<file path="src/rtl/mfrc522_pkg.sv">
// Shared definitions for the MFRC522-style SPI register link:
// responder FSM states and address-byte field positions.
package mfrc522_pkg;

    typedef enum logic [1:0] {
        ST_IDLE,
        ST_ADDR,
        ST_DATA,
        ST_IGNORE
    } state_t;

    localparam int RW_BIT  = 7;
    localparam int ADDR_HI = 6;
    localparam int ADDR_LO = 1;
    localparam int ERR_BIT = 0;
    localparam int ADDR_W  = 6;

    // Build an address byte as the master sends it (rw=1 is a read).
    function automatic logic [7:0] addr_byte(input logic rw,
                                             input logic [ADDR_W-1:0] addr);
        return {rw, addr, 1'b0};
    endfunction

endpackage

</file>
<file path="src/rtl/mfrc522_spi_responder_if.sv">
// SPI bus bundle between an SPI master and the register responder.
// The master drives select, clock and MOSI; the responder drives MISO.
interface mfrc522_spi_responder_if;

    logic spi_cs_n;
    logic spi_sclk;
    logic spi_mosi;
    logic spi_miso;
    logic spi_miso_oe;

    modport master (
        output spi_cs_n,
        output spi_sclk,
        output spi_mosi,
        input  spi_miso,
        input  spi_miso_oe
    );

    modport slave (
        input  spi_cs_n,
        input  spi_sclk,
        input  spi_mosi,
        output spi_miso,
        output spi_miso_oe
    );

endinterface

</file>
<file path="src/rtl/spi_sync_edge.sv">
// Multi-flop synchronizer for one asynchronous SPI pin, with
// single-cycle rise/fall strobes taken from the synchronized level.
module spi_sync_edge #(
    parameter int   STAGES  = 2,
    parameter logic RST_VAL = 1'b0
) (
    input  logic clk,
    input  logic rst_n,
    input  logic d,
    output logic q,
    output logic rise,
    output logic fall
);

    logic [STAGES-1:0] sh;
    logic              prev;

    assign q    = sh[STAGES-1];
    assign rise = q & ~prev;
    assign fall = ~q & prev;

    // Shift the pin through the chain and remember the last synced level.
    always_ff @(posedge clk or negedge rst_n) begin
        if (!rst_n) begin
            sh   <= {STAGES{RST_VAL}};
            prev <= RST_VAL;
        end else begin
            sh   <= STAGES'({sh, d});
            prev <= sh[STAGES-1];
        end
    end

endmodule

</file>
<file path="src/rtl/mfrc522_spi_responder.sv">
// SPI Mode 0 register responder: address byte {rw, addr, b0}, then
// read or write data bytes at that address for the rest of the frame.
module mfrc522_spi_responder
    import mfrc522_pkg::*;
#(
    parameter int SYNC_STAGES = 2
) (
    input  logic                  clk,
    input  logic                  rst_n,
    mfrc522_spi_responder_if.slave spi,
    output logic [ADDR_W-1:0]     reg_addr,
    output logic                  reg_rd_en,
    input  logic [7:0]            reg_rdata,
    output logic                  reg_wr_en,
    output logic [7:0]            reg_wdata,
    output logic                  frame_active,
    output logic                  err_abort,
    output logic                  err_addr
);

    logic cs_q, cs_rise, cs_fall;
    logic sclk_q, sclk_rise, sclk_fall;
    logic mosi_q, mosi_rise, mosi_fall;

    spi_sync_edge #(.STAGES(SYNC_STAGES), .RST_VAL(1'b1)) u_cs (
        .clk  (clk),
        .rst_n(rst_n),
        .d    (spi.spi_cs_n),
        .q    (cs_q),
        .rise (cs_rise),
        .fall (cs_fall)
    );

    spi_sync_edge #(.STAGES(SYNC_STAGES), .RST_VAL(1'b0)) u_sclk (
        .clk  (clk),
        .rst_n(rst_n),
        .d    (spi.spi_sclk),
        .q    (sclk_q),
        .rise (sclk_rise),
        .fall (sclk_fall)
    );

    spi_sync_edge #(.STAGES(SYNC_STAGES), .RST_VAL(1'b0)) u_mosi (
        .clk  (clk),
        .rst_n(rst_n),
        .d    (spi.spi_mosi),
        .q    (mosi_q),
        .rise (mosi_rise),
        .fall (mosi_fall)
    );

    logic unused_sync;
    assign unused_sync = ^{cs_q, sclk_q, mosi_rise, mosi_fall};

    state_t     state;
    logic [2:0] cnt;
    logic [6:0] rx;
    logic [7:0] tx;
    logic       rd_mode;
    logic       first_data;
    logic       ld_tx;
    logic       miso;

    logic [7:0] rx_byte;
    logic       byte_done;

    assign rx_byte   = {rx, mosi_q};
    assign byte_done = sclk_rise && (state != ST_IDLE) && (cnt == 3'd7);

    assign spi.spi_miso    = miso;
    assign spi.spi_miso_oe = frame_active;

    // Frame FSM: bit counting, byte decode, register strobes and MISO.
    // The tx register rotates, so a read byte repeats until refetched.
    always_ff @(posedge clk or negedge rst_n) begin
        if (!rst_n) begin
            state        <= ST_IDLE;
            cnt          <= 3'd0;
            rx           <= 7'd0;
            tx           <= 8'd0;
            rd_mode      <= 1'b0;
            first_data   <= 1'b0;
            ld_tx        <= 1'b0;
            miso         <= 1'b0;
            reg_addr     <= '0;
            reg_rd_en    <= 1'b0;
            reg_wr_en    <= 1'b0;
            reg_wdata    <= 8'd0;
            frame_active <= 1'b0;
            err_abort    <= 1'b0;
            err_addr     <= 1'b0;
        end else begin
            reg_rd_en <= 1'b0;
            reg_wr_en <= 1'b0;
            err_abort <= 1'b0;
            err_addr  <= 1'b0;
            ld_tx     <= reg_rd_en;
            if (cs_rise) begin
                err_abort    <= (state != ST_IDLE) && (cnt != 3'd0);
                state        <= ST_IDLE;
                frame_active <= 1'b0;
                miso         <= 1'b0;
                cnt          <= 3'd0;
                rx           <= 7'd0;
                tx           <= 8'd0;
            end else if (cs_fall) begin
                state        <= ST_ADDR;
                frame_active <= 1'b1;
                miso         <= 1'b0;
                cnt          <= 3'd0;
                rx           <= 7'd0;
                tx           <= 8'd0;
                rd_mode      <= 1'b0;
                first_data   <= 1'b0;
            end else begin
                if (sclk_rise && state != ST_IDLE) begin
                    cnt <= cnt + 3'd1;
                    rx  <= rx_byte[6:0];
                end
                if (sclk_fall) begin
                    if (state == ST_DATA) begin
                        miso <= tx[7];
                        tx   <= {tx[6:0], tx[7]};
                    end else begin
                        miso <= 1'b0;
                    end
                end else if (ld_tx && state == ST_DATA) begin
                    tx <= reg_rdata;
                end
                if (byte_done) begin
                    unique case (state)
                        ST_ADDR: begin
                            reg_addr   <= rx_byte[ADDR_HI:ADDR_LO];
                            rd_mode    <= rx_byte[RW_BIT];
                            first_data <= 1'b1;
                            if (rx_byte[ERR_BIT]) begin
                                err_addr <= 1'b1;
                                state    <= ST_IGNORE;
                            end else begin
                                reg_rd_en <= rx_byte[RW_BIT];
                                state     <= ST_DATA;
                            end
                        end
                        ST_DATA: begin
                            first_data <= 1'b0;
                            if (rd_mode) begin
                                reg_rd_en <= !first_data;
                            end else begin
                                reg_wr_en <= 1'b1;
                                reg_wdata <= rx_byte;
                            end
                        end
                        ST_IDLE, ST_IGNORE: begin
                        end
                    endcase
                end
            end
        end
    end

endmodule

</file>
<file path="src/flat_wrapper.sv">
// flat-port wrapper written by rule: the top's interface ports become plain ports
module mfrc522_spi_responder_flat import mfrc522_pkg::*;
#(
    parameter int SYNC_STAGES = 2
)
  (clk, rst_n, reg_addr, reg_rd_en, reg_rdata, reg_wr_en, reg_wdata, frame_active, err_abort, err_addr, spi_spi_cs_n, spi_spi_sclk, spi_spi_mosi, spi_spi_miso, spi_spi_miso_oe);
  mfrc522_spi_responder_if spi_i ();
  input  logic clk;
  input  logic rst_n;
  output logic [ADDR_W-1:0] reg_addr;
  output logic reg_rd_en;
  input  logic [7:0] reg_rdata;
  output logic reg_wr_en;
  output logic [7:0] reg_wdata;
  output logic frame_active;
  output logic err_abort;
  output logic err_addr;
  input wire logic [$bits(spi_i.spi_cs_n)-1:0] spi_spi_cs_n;
  input wire logic [$bits(spi_i.spi_sclk)-1:0] spi_spi_sclk;
  input wire logic [$bits(spi_i.spi_mosi)-1:0] spi_spi_mosi;
  output wire logic [$bits(spi_i.spi_miso)-1:0] spi_spi_miso;
  output wire logic [$bits(spi_i.spi_miso_oe)-1:0] spi_spi_miso_oe;
  assign spi_i.spi_cs_n = spi_spi_cs_n;
  assign spi_i.spi_sclk = spi_spi_sclk;
  assign spi_i.spi_mosi = spi_spi_mosi;
  assign spi_spi_miso = spi_i.spi_miso;
  assign spi_spi_miso_oe = spi_i.spi_miso_oe;
  mfrc522_spi_responder #(.SYNC_STAGES(SYNC_STAGES)) u_core (.clk(clk), .rst_n(rst_n), .spi(spi_i), .reg_addr(reg_addr), .reg_rd_en(reg_rd_en), .reg_rdata(reg_rdata), .reg_wr_en(reg_wr_en), .reg_wdata(reg_wdata), .frame_active(frame_active), .err_abort(err_abort), .err_addr(err_addr));
endmodule
</file>
<file path="config.mk">
export PLATFORM = sky130hd
export DESIGN_NAME = mfrc522_spi_responder_flat
export DESIGN_NICKNAME = d
export VERILOG_FILES = /design/src/rtl/mfrc522_pkg.sv /design/src/rtl/mfrc522_spi_responder_if.sv /design/src/rtl/spi_sync_edge.sv /design/src/rtl/mfrc522_spi_responder.sv /design/src/flat_wrapper.sv
export SDC_FILE = /design/constraint.sdc
export NUM_CORES = 1
export LEC_CHECK = 0
export BUFFER_PORTS_ARGS = -buffer_cell sky130_fd_sc_hd__clkbuf_2
export CAP_MARGIN = 10
export CORE_MARGIN = 1.5
export CORE_UTILIZATION = 30
export CTS_CLUSTER_DIAMETER = 30
export DETAILED_ROUTE_END_ITERATION = 7
export PLACE_DENSITY_LB_ADDON = 0.15
export SYNTH_ARGS = -nofsm -noshare
export SYNTH_HDL_FRONTEND = slang
export SYNTH_SLANG_ARGS = --single-unit
</file>
<file path="constraint.sdc">
create_clock -name clk -period 2 [get_ports clk]
set_input_delay 0.4 -clock clk [delete_from_list [all_inputs] [get_ports clk]]
set_output_delay 0.4 -clock clk [all_outputs]
set_load 0.02 [all_outputs]
</file>
==> results of run 1 <==
synth_stat cells:
master    count
mux2i_1      17
and3_1        3
nand2_1      15
nand3b_4      1
mux2_2       14
buf_2         4
xnor2_1       1
nand3b_1      2
nor2b_1       2
clkbuf_1      1
a211oi_1      1
dfstp_2       3
buf_4         1
o22ai_1       2
nand2b_1      2
nor3b_4       1
nand3_1       3
dfrtp_1      48
o31ai_1       8
o311ai_0      1
or2_2         1
and4_1        1
a21oi_1       2
nor3_1        1
inv_1         8
nor2_1       13
buf_1         1
nor3b_1       1
o21ai_0       1
ha_1         10
o211ai_1      1
how the worst max path moves through the flow:
stage | end | startpoint | cells past startpoint
6_report | u_core.reg_wdata[2] | u_core.u_cs.prev | 6
5_1_grt | u_core.reg_wdata[2] | u_core.u_cs.prev | 6
4_1_cts | u_core.reg_wdata[2] | u_core.u_cs.prev | 6
3_5_place_dp | u_core.reg_wdata[5] | u_core.u_cs.prev | 6
3_3_place_gp | u_core.reg_wdata[2] | u_core.u_cs.prev | 6
2_1_floorplan | u_core.reg_addr[0] | u_core.state[0] | 6
flip-flops by register name, indices dropped and copies added, names as in the netlist:
signal	count
u_core.err_addr	1
u_core.reg_wdata	8
u_core.spi.spi_miso	1
u_core.u_sclk.prev	1
u_core.rx	7
u_core.u_mosi.sh	2
u_core.tx	8
u_core.ld_tx	1
u_core.rd_mode	1
u_core.reg_wr_en	1
u_core.reg_rd_en	1
u_core.reg_addr	6
u_core.first_data	1
u_core.err_abort	1
u_core.u_cs.prev	1
u_core.u_sclk.sh	2
u_core.frame_active	1
u_core.u_cs.sh	2
u_core.cnt	3
u_core.state	2
power breakdown:
group	switching [W]	internal [W]	leakage, nW
clock network	0.000346	0.000405	0.0612
registers	0.0000402	0.00109	0.675
logic	0.000142	0.0000989	0.589
total	0.000529	0.00160	1.33
metal layers:
layer / track usage [%] / share of wire, % / vias to the layer above
met2: 17.2 / 44 / 26
met1: 16.5 / 50 / 662
li1: - / - / 665
met4: 3.46 / 1.2 / 0
met3: 3.39 / 4.3 / 5
met5: 0 / 0 / -
metrics by stage:
| step | utilization [%] | hold WS, ps | instance area [sq um] | std cells | setup WS, ps |
|---|---|---|---|---|---|
| after floorplan | - | 104 | 2160 | 170 | 267 |
| after global placement | 35.9 | 325 | 2470 | 299 | 166 |
| after detailed placement | 35.9 | 326 | 2470 | 299 | 107 |
| after CTS | 37.8 | 157 | 2590 | 308 | 90.6 |
| after global routing | 37.8 | 149 | 2600 | 308 | 12.4 |
| final | 37.8 | 165 | 2600 | 308 | 93.9 |
cell type report:
class	count	area, sq um
clock buffer	6	82.6
clock inverter	2	35.0
fill	681	4270
inverter	8	30.0
multi-input combinational	104	818
sequential	51	1280
tap	96	120
timing repair buffer	41	231
kinds of logic after synthesis:
family,after synthesis,share of synthesized area (%)
AOI/OAI and AO/OA,16,5.15
xor gates and xnor gates,1,0.405
adders and majority gates,10,5.78
buffers and inverters,15,3.01
DFF,51,59.2
muxes,31,15.2
and+or+nand+nor,46,11.3
timing repair:
action                     4_1_cts  5_1_grt
resized for setup                0        1
hold buffers                     1        0
hold endpoints to repair         9        0
setup endpoints to repair        0        1
worst max-delay path, stage by stage (launching register included):
cell and delay (ps):
dfstp_2 540, inv_1 40, ha_1 250, nor2_1 220
and3_1 260, nand3b_4 170, mux2_2 310
==> results_dict.tcl, run 1 <==
set metrics [dict create \
    yosysTopAreaCellShare_pct 55.5 \
    fmax_mhz 525 \
    drt-total-wl_mm 4.11 \
    die_area_sq_um 7730 \
    cts_tree "built" \
    worstHoldPathType "in -> reg" \
    dr.pass1.iters 4 \
    cts_buffers 5 \
    power_density_nw_per_um2 819 \
    timing.rr.end "u_core.reg_wdata[2]" \
    endpoint_kind "flip-flop" \
    drtAntennaViolNets 0 \
    synth.yosys.seq_area_share_pct 59.2 \
    grt_pass1_vias 1331 \
    worst-endpoint-required_ps 2200 \
    fin_nets 234 \
    worstSetupPathType "reg -> reg" \
    syn_area_per_cell_sq_um 12.7 \
    die_h_um 87.9 \
    clk_latency_ps 310 \
    grt_pass1_wl_mm 6.78 \
    period_minus_slack_ps 1910 \
    dp.final_hpwl_mm 2.91 \
    drtIter0Drc 57 \
    detail_route.wl_per_cell_um 13.4 \
    cp_data_arrival_time_ps 2110 \
    r2r_cells 6 \
    synth_top_area_cell "dfrtp_1" \
    grt_usage_pct 11.6 \
    vias 1358 \
    numPortBuffers 33 \
    min_from "spi_spi_cs_n" \
    maxCapViolCount 0 \
    cts.sinks 51 \
    slew_headroom_pct 77.7 \
    root_buffer "clkbuf_8" \
    remaining_drc_errors 0 \
    fp.dieW_um 87.9 \
    antenna_found_initial 0 \
    fp.coreArea_sq_um 6870 \
    synthTopCellsByArea "dfrtp_1, mux2i_1, mux2_2, ha_1, dfstp_2" \
    crit_fanout 9 \
    final_common_cell "dfrtp_1" \
    cts_setup_buffers 0 \
    area_growth_pct 20.1 \
    yosys_warnings 0 \
    layout_common_cells "dfrtp_1, clkbuf_2, mux2i_1, nand2_1, mux2_2" \
    rows 30 \
    fin_skew_ps 9.03 \
    reg2reg_slack_ps 90 \
    finalPower_w 0.00213 \
    status "completed" \
    p_leak_nw 1.33 \
    cts.path.max_buffers 2 \
    grt_overflow_total 0 \
    synth.distinct_cells 31 \
    rsz0062_at_grt "no" \
    clk_pin_slew_ps 90 \
    worst_ir_drop_vdd_v 0.000340 \
    cp-start-kind "flip-flop" \
    worstMarginPinSlew_ps 334 \
    r2r-start "u_core.u_cs.prev" \
    diodes 0 \
    hold_violations 0 \
    synthCells 170 \
    fin_tns_setup_ps 0 \
    drive_above_1_share_pct 32.1 \
    pin_count 34 \
    syn_nets 193 \
    detail_route.vias_per_cell 4.41 \
    min_to "u_core.u_cs.sh[0]" \
    syn_area_sq_um 2160 \
    slew_violations 0 \
    place.gp.congestion 0.787 \
    htree_num_levels 2 \
    initial_utilization_pct 31.5 \
    finalCritPeriodShare_pct 95.3 \
    ys_ff_latch 51 \
    setup_viol 0 \
    worstHoldPathCells 1 \
    grt_start_max_net_pins 23 \
]
Power figures use the tool's default switching activity.
==> run 2: changes to the inputs <==
clock period = 1.75 ns   (was 2 ns; I/O delays follow)
==> run 2 against run 1 <==
Compared with the run above: critical path depth is the same; die area is the same; clock skew shrank 5.4 ps; clock power shrank 11%; maximum frequency grew 11%; non-clock buffer count grew 15; register-to-register slack lost 60 ps; power grew 8.9%; largest cell class unchanged; critical endpoint is now u_core.reg_addr[1]; wire length grew 2.8%.
==> results_dict.tcl, run 2 (synthesis gave the netlist of run 1 again) <==
set metrics [dict create \
    largestRegisters "u_core.reg_wdata: 8 flops, u_core.tx: 8 flops, u_core.rx: 7 flops" \
    drive_above_1_share_pct 40.1 \
    finish.utilization_pct 40.2 \
    grt_overflow_total 0 \
    worst-endpoint-required_ps 1930 \
    fp.dieW_um 87.9 \
    cts.sinks 51 \
    hold_violations 0 \
    worstMarginPinSlew_ps 283 \
    r2r_cells 6 \
    drtIter0Drc 38 \
    vias 1390 \
    cts_buffers 5 \
    initial_utilization_pct 31.5 \
    timing.rr.end "u_core.reg_addr[1]" \
    stdcell_area_sq_um 2760 \
    detail_route.wl_per_cell_um 13.1 \
    r2r-start "u_core.state[0]" \
    worst-path-buf-inv 2 \
    grt_usage_pct 11.8 \
    diodes 0 \
    grt_pass1_vias 1401 \
    status "completed" \
    layout_common_cells "dfrtp_1, clkbuf_2, buf_4, mux2i_1, nand2_1" \
    cts.path.max_buffers 2 \
    htree_num_levels 2 \
    die_area_sq_um 7730 \
    dr.pass1.iters 4 \
    slew_headroom_pct 81.1 \
    crit_start "u_core.state[0]" \
    grt_pass1_wl_mm 7.00 \
    cts_tree "built" \
    rows 30 \
    dp.final_hpwl_mm 2.87 \
    final_common_cell "dfrtp_1" \
    dpl_cell_area_sq_um 2560 \
    fmax_mhz 584 \
    clk_pin_slew_ps 80 \
    endpoint_kind "flip-flop" \
    finalCritPeriodShare_pct 97.8 \
    critPathCapture "u_core.reg_addr[1]" \
    setup_viol 0 \
    die_h_um 87.9 \
    crit_fanout 6 \
    crit_chain "inv_2, ha_4, nor3b_4, and4_1, buf_6, mux2_2" \
    drt-total-wl_mm 4.23 \
    maxCapViolCount 0 \
    worst_ir_drop_vdd_v 0.000380 \
    worstHoldPathType "in -> async" \
    worstSetupPathType "reg -> reg" \
    root_buffer "clkbuf_8" \
    numPortBuffers 33 \
    detail_route.vias_per_cell 4.30 \
    timing.hold.ws_ps 31.7 \
    fin_nets 250 \
    pin_count 34 \
    critical_path.top_delay_family "simple AND/OR/NAND/NOR gates" \
    area_growth_pct 27.6 \
    cp.depth 6 \
    fin_skew_ps 3.58 \
    power_density_nw_per_um2 839 \
    cp_data_arrival_time_ps 1890 \
    cp-start-kind "flip-flop" \
    cp_slowest_stage_delay_ps 380 \
    remaining_drc_errors 0 \
    rsz0062_at_grt "yes" \
    place.gp.congestion 0.785 \
    drtAntennaViolNets 0 \
    p_leak_nw 1.42 \
    clk_latency_ps 290 \
    cp_slowest_cell "dfrtp_1" \
    reg2reg_slack_ps 40 \
    grt_start_max_net_pins 52 \
    holdBufCountCts 0 \
    antenna_found_initial 0 \
    period_minus_slack_ps 1710 \
    fp.coreArea_sq_um 6870 \
    slew_violations 0 \
]
[run 2: changes by cell type in the layout (fill, tap and decap cells not counted), moves of 2 or more]
cell / before / now
buf_4: 6 / 20
ha_1: 10 / 7
ha_4: 0 / 2
inv_1: 8 / 6
inv_2: 0 / 2
mux2_2: 14 / 11
mux2_4: 0 / 3
[run 2: per-stage QoR]
step | setup TNS [ps] | power [W] | worst slack (ps) | std cells
after floorplan | 0 | 0.00150 | 17.4 | 170
after global placement | -394 | 0.00164 | -31.8 | 310
after detailed placement | -430 | 0.00164 | -39.9 | 310
after CTS | -8.23 | 0.00235 | -4.73 | 319
after global routing | -319 | 0.00246 | -52.4 | 323
final | 0 | 0.00232 | 38.4 | 323
[run 2: final cells by class]
| type | instances | area [sq um] |
|---|---|---|
| clock buffers | 6 | 82.6 |
| repair buffers | 56 | 358 |
| multi-input cells | 105 | 885 |
| well taps | 96 | 120 |
| flip-flops and latches | 51 | 1280 |
| clock inverters | 1 | 5.00 |
| inverters | 8 | 30.0 |
| fillers | 678 | 4110 |
[run 2: how the worst min path moves through the flow]
stage | start | to | slack (ps) | depth (start not counted)
2_1_floorplan | rst_n | u_core.cnt[0] | 50 | 0
3_3_place_gp | u_core.u_sclk.sh[0] | u_core.u_sclk.sh[1] | 340 | 0
3_5_place_dp | u_core.u_sclk.sh[0] | u_core.u_sclk.sh[1] | 330 | 0
4_1_cts | rst_n | u_core.err_abort | 50 | 2
5_1_grt | rst_n | u_core.tx[5] | 60 | 2
6_report | rst_n | u_core.spi.spi_miso | 30 | 2
[run 2: worst reg2reg max path, cell delays in order, from the launching register on]
cell     delay, ps
dfrtp_1        380
inv_2           60
ha_4           160
nor3b_4        280
and4_1         250
buf_6          140
mux2_2         330
[run 2: routing by layer]
| metal | GRT usage, % | vias up | routed length (um) |
|---|---|---|---|
| met1 | 17.5 | 667 | 2160 |
| met2 | 16.9 | 23 | 1890 |
| met3 | 2.73 | 4 | 144 |
| li1 | - | 696 | - |
| met5 | 0 | - | 0 |
| met4 | 4.04 | 0 | 31 |
[run 2: what timing repair did]
action / in CTS / in global routing
setup endpoints to repair: 16 / 21
hold endpoints to repair: 0 / 0
resized for setup: 11 / 4
pin swaps: 3 / 2
cloned: 1 / 0
setup buffers: 1 / 4
[run 2: power breakdown]
part / switching, W / total, W / internal [W]
Sequential: 0.0000443 / 0.00129 / 0.00125
Clock: 0.000358 / 0.000669 / 0.000311
Combinational: 0.000186 / 0.000353 / 0.000167
